## config.mk

```make
export PLATFORM = sky130hd
export DESIGN_NAME = spike_event_encoder
export DESIGN_NICKNAME = d
export VERILOG_FILES = /design/src/rtl/spike_event_encoder_pkg.sv /design/src/rtl/spike_event_encoder_lsb_prienc.sv /design/src/rtl/spike_event_encoder.sv
export SDC_FILE = /design/constraint.sdc
export NUM_CORES = 1
export LEC_CHECK = 0
export ABC_AREA = 1
export CAP_MARGIN = 20
export CORE_MARGIN = 2
export CORE_UTILIZATION = 35
export CTS_CLUSTER_DIAMETER = 80
export DETAILED_ROUTE_END_ITERATION = 10
export PLACE_DENSITY_LB_ADDON = 0.15
export SETUP_SLACK_MARGIN = 0.15
export SYNTH_ARGS = -nofsm -noshare
export SYNTH_HDL_FRONTEND = slang
export SYNTH_SLANG_ARGS = --single-unit
```

## constraint.sdc

```tcl
create_clock -name clk -period 3 [get_ports clk]
set_clock_uncertainty 0.2 [all_clocks]
set_input_delay 0.9 -clock clk [delete_from_list [all_inputs] [get_ports clk]]
set_output_delay 0.9 -clock clk [all_outputs]
set_load 0.005 [all_outputs]
```

## src/rtl/spike_event_encoder_pkg.sv

```systemverilog
// Shared definitions for the spike address-event encoder.
// Default layer width and the scan state encoding live here.
package spike_event_encoder_pkg;

    localparam int SIZE_CODE   = 5;
    localparam int NUM_NEURONS = 2 ** SIZE_CODE;

    typedef enum logic [1:0] {
        IDLE   = 2'd0,
        SCAN   = 2'd1,
        FINISH = 2'd2
    } state_t;

endpackage

```

## src/rtl/spike_event_encoder_lsb_prienc.sv

```systemverilog
// Lowest-set-bit priority encoder.
// Reports the index of the lowest set bit and whether any bit is set.
module spike_lsb_prienc #(
    parameter int W = 5,
    parameter int N = 32
) (
    input  logic [N-1:0] i_vec,
    output logic [W-1:0] o_idx,
    output logic         o_any
);

    always_comb begin
        o_idx = '0;
        o_any = |i_vec;
        // Walk downward so the lowest set bit is the last one written.
        for (int i = N - 1; i >= 0; i--) begin
            if (i_vec[i]) begin
                o_idx = i[W-1:0];
            end
        end
    end

endmodule

```

## src/rtl/spike_event_encoder.sv

```systemverilog
// Snapshots a layer's spike flags and streams the indices of the
// spiking neurons as address events, lowest index first.
module spike_event_encoder
    import spike_event_encoder_pkg::*;
#(
    parameter int size_code   = SIZE_CODE,
    parameter int num_neurons = 2 ** size_code
) (
    input  logic                   clk,
    input  logic                   reset,
    input  logic                   start,
    input  logic [num_neurons-1:0] spikes,
    output logic                   busy,
    output logic                   evt_valid,
    input  logic                   evt_ready,
    output logic [size_code-1:0]   evt_addr,
    output logic                   done,
    output logic [size_code:0]     evt_count
);

    state_t                 r_state;
    logic [num_neurons-1:0] r_pending;
    logic                   r_busy;
    logic                   r_done;
    logic [size_code:0]     r_count;

    logic [size_code-1:0]   w_idx;
    logic                   w_any;
    logic                   w_accept;
    logic [num_neurons-1:0] w_rest;

    spike_lsb_prienc #(
        .W (size_code),
        .N (num_neurons)
    ) u_prienc (
        .i_vec (r_pending),
        .o_idx (w_idx),
        .o_any (w_any)
    );

    assign evt_valid = (r_state == SCAN) && w_any;
    assign evt_addr  = evt_valid ? w_idx : '0;
    assign w_accept  = evt_valid && evt_ready;
    assign busy      = r_busy;
    assign done      = r_done;
    assign evt_count = r_count;

    always_comb begin
        w_rest        = r_pending;
        w_rest[w_idx] = 1'b0;
    end

    always_ff @(posedge clk) begin
        if (!reset) begin
            r_state   <= IDLE;
            r_pending <= '0;
            r_busy    <= 1'b0;
            r_done    <= 1'b0;
            r_count   <= '0;
        end else begin
            unique case (r_state)
                IDLE: begin
                    if (start) begin
                        r_pending <= spikes;
                        r_count   <= '0;
                        r_busy    <= 1'b1;
                        r_state   <= SCAN;
                    end
                end
                SCAN: begin
                    if (w_accept) begin
                        r_pending <= w_rest;
                        r_count   <= r_count + {{size_code{1'b0}}, 1'b1};
                        // Last event leaves directly so done follows it.
                        if (w_rest == '0) begin
                            r_done  <= 1'b1;
                            r_state <= FINISH;
                        end
                    end else if (!w_any) begin
                        r_done  <= 1'b1;
                        r_state <= FINISH;
                    end
                end
                FINISH: begin
                    r_done  <= 1'b0;
                    r_busy  <= 1'b0;
                    r_state <= IDLE;
                end
                default: begin
                    r_state <= IDLE;
                end
            endcase
        end
    end

endmodule

```

==> results by group <==
Status
  • Run status: complete, but fails checks
  • Failing checks: negative setup slack

Logic synthesis
  • Async SR Flop Fraction: 0%
  • Mapped Nets: 506
  • Area leader, netlist: dfxtp_1
  • Mux share of post-synthesis cell area: 0%
  • Top-area cell type share of the netlist area: 30.1%
  • Syn_area_per_cell: 5.98 µm²
  • Post-synthesis xor/xnor area fraction: 0%
  • Mapped Area: 2790 µm²
  • Synth top area cells: dfxtp_1 (30%), nand2_1 (19%), a21oi_1 (13%), inv_1 (6.3%), nor2_1 (5.9%)
  • Top-count cell post-synth: nand2_1
  • Post-synth EDFFs: 0
  • Yosys warnings: 0
  • Post-synthesis compound-gate area fraction: 21.0%
  • Synth Area in Adders: 1.79%
  • Top cells by count, synth: nand2_1 (138), a21oi_1 (70), inv_1 (47)
  • Yosys cell types: 25
  • Seq/Total Area, Yosys: 30.1%
  • Number of synthesized register bits: 42
  • Mapped Cells: 466
  • Simple-gate share of the synthesized area: 37.1%
  • Ys flop type: dfxtp_1
  • Largest family of logic cells by synthesized area: simple AND/OR/NAND/NOR gates

Power and ir drop
  • Leak pwr: 2.08 nW
  • Peak supply drop: 0.000417 V
  • Comb pwr share: 67.8%
  • Internal: 0.00204 W
  • Pwr dens: 755 nW/µm²
  • Sw Ratio: 43.7%
  • Clock share of power: 13.2%
  • P_sw: 0.00158 W
  • Sequential share of power: 19.0%

Hold path
  • Hold worst-path end: evt_count[5]$_SDFFE_PN0P_
  • Worst min-delay path category: reg -> reg
  • Hold wc startpoint: evt_count[5]$_SDFFE_PN0P_
  • Hold Path Cell Cnt: 1

Floorplan
  • Die height: 93.3 µm
  • Ports: 50
  • Initial core utilization: 36.1%
  • Core area: 7730 µm²
  • Placement Rows: 32
  • Die area: 8700 µm²
  • Die width: 93.3 µm

Clock tree
  • CTS clk-pin slew, worst paths: 0.09 ns
  • CTS max path bufs: 2
  • Clk_lat worst skew: 0.31 ns
  • CTS sink count: 42
  • H-tree Lvls: 2
  • CTS tree: yes
  • Hold-fix buffers at CTS: 0
  • CTS Buf Count: 5
  • Clock root buffer: clkbuf_8

Detailed routing
  • Vias/cell: 4.96
  • Drt wl/cell: 13.4 µm
  • DR iter-0 viols: 200
  • Post-DRT Antenna Nets: 0
  • WL final: 9.83 mm
  • Vias: 3,634
  • Post-route DRC: 0
  • DR pass1 iterations: 4

Flow run
  • Max cap viols: 0

Setup path
  • Worst setup SP type: flop
  • Arrival @ worst endpoint: 2.54 ns
  • Origin of the critical flop-to-flop path: r_pending[30]$_SDFFE_PN0P_
  • Worst Path Required: 1.90 ns
  • CP peak stage delay: 0.33 ns
  • Largest fanout on the critical path: 2
  • Worst reg2reg path depth: 42
  • Slowest CP cell: dfxtp_2
  • Crit path kind: reg -> out
  • R2R setup slack: -0.53 ns
  • Worst r2r dst: r_state[0]$_SDFFE_PN0P_
  • Critical path's most frequent cell: nand2_1
  • CP endpoint kind: output port

STA
  • Max_slew headroom: 51.8%
  • Setup ws final: -0.635 ns
  • RSZ-0062 raised after global routing: true
  • Finish-stage setup viols: 34
  • Fin Setup TNS: -5.68 ns
  • Final min period: 3.64 ns
  • Fmax: 275 MHz
  • Least-Margin Pin Slew: 0.723 ns
  • Max-slew violation count: 0
  • Tcrit/Tclk final: 121%
  • Fin Hold WS: 0.261 ns
  • Final Hold Vio Count: 0

Finish
  • # nets final: 669
  • Share of post-route cells with drive strength above 1: 35.7%
  • Inserted Diodes: 0
  • Area growth, synth to finish: 72.1%

Placed design
  • Gpl congestion: 0.938
  • HPWL Detailed: 6.79 mm
  • Port bufs: 49

GRT
  • Number of antenna violations at the first check in global routing: 0
  • Global-route wire length before repair: 15.5 mm
  • Vias in the first global route: 3,354
  • Largest net degree at the start of global routing: 66
  • GRT Residual Overflow: 0
  • GRT Total Usage: 22.0%
==> cells in the final DEF (no fill, tap or decap), types with 8 or more instances in the layout <==
| master | n |
|---|---|
| nand2_1 | 118 |
| buf_4 | 107 |
| a21oi_1 | 54 |
| inv_1 | 45 |
| clkdlybuf4s50_1 | 43 |
| dfxtp_1 | 39 |
| nor2_1 | 35 |
| o21ai_1 | 24 |
| nand2_2 | 19 |
| a21oi_2 | 16 |
| nand3_1 | 15 |
| buf_6 | 15 |
| nand3_2 | 14 |
| nand4_1 | 12 |
| o21ai_0 | 8 |
==> metal layers <==
| metal | GRT usage (%) | up-vias | wire, µm |
|---|---|---|---|
| met3 | 3.63 | 13 | 413 |
| li1 | - | 1856 | - |
| met2 | 36.0 | 86 | 4690 |
| met1 | 30.4 | 1679 | 4590 |
| met4 | 4.53 | 0 | 129 |
| met5 | 0 | - | 0 |
==> repair_timing <==
action / 4_1_cts / 5_1_grt
pin swaps: 9 / 38
resized for setup: 55 / 96
buffers inserted: 13 / 11
endpoints found under the hold margin: 0 / 0
endpoints found under the setup margin: 35 / 42
==> worst max-delay path by stage <==
stage / startpoint / end / slack, ns
floorplan: r_pending[29]$_SDFFE_PN0P_ / evt_addr[0] / -0.04
CTS: r_pending[30]$_SDFFE_PN0P_ / evt_addr[0] / -0.58
detailed placement: r_pending[30]$_SDFFE_PN0P_ / evt_addr[0] / -0.60
global route: r_pending[30]$_SDFFE_PN0P_ / evt_addr[0] / -0.96
finish: r_pending[30]$_SDFFE_PN0P_ / evt_addr[0] / -0.64
global placement: r_pending[30]$_SDFFE_PN0P_ / evt_addr[0] / -0.59
==> worst max-delay path: cells and delay by family, from the launching register on <==
family,cells,cell delay [ns]
AND/OR/NAND/NOR,32,1.72
flip-flops,1,0.33
buffers and inverters,2,0.16
==> flip-flops by register name, summed over array words and instances, names as in the netlist <==
signal / flops
busy: 1
done: 1
evt_count: 6
r_pending: 32
r_state: 2
==> cells by family (layout without fill, tap and decap cells) <==
kind of cell / Yosys count / count (layout)
AO/OA/AOI/OAI: 112 / 112
adder cells (fa/ha/maj): 4 / 4
buffers and inverters: 73 / 237
flip-flops: 42 / 42
AND/OR/NAND/NOR: 235 / 235
==> power by group through the flow <==
| stage | sequential [W] | clock [W] | combinational, W |
|---|---|---|---|
| after floorplan | 0.000706 | 0 | 0.000955 |
| after global placement | 0.000696 | 0 | 0.00181 |
| after detailed placement | 0.000698 | 0 | 0.00182 |
| after CTS | 0.000685 | 0.000484 | 0.00202 |
| after global routing | 0.000698 | 0.000506 | 0.00265 |
| final | 0.000690 | 0.000478 | 0.00246 |
==> per-stage QoR <==
stage | power [W] | setup WS, ns | utilization (%) | cells | instance area (µm²)
2_1_floorplan | 0.00166 | -0.0389 | - | 466 | 2790
6_report | 0.00362 | -0.635 | 62.1 | 732 | 4800
4_1_cts | 0.00319 | -0.580 | 57.5 | 721 | 4440
3_5_place_dp | 0.00251 | -0.599 | 53.5 | 700 | 4130
5_1_grt | 0.00385 | -0.959 | 62.1 | 732 | 4800
3_3_place_gp | 0.00250 | -0.586 | 53.5 | 700 | 4130
==> final cells by class <==
class | count | area [µm²]
Timing Repair Buffer | 175 | 1520
Clock inverter | 3 | 43.8
Sequential cell | 42 | 845
Fill cell | 724 | 2930
Multi-Input combinational cell | 351 | 1980
Clock buffer | 5 | 68.8
Inverter | 54 | 215
Tap cell | 102 | 128
Note: power is estimated with default switching activity, not from simulation.
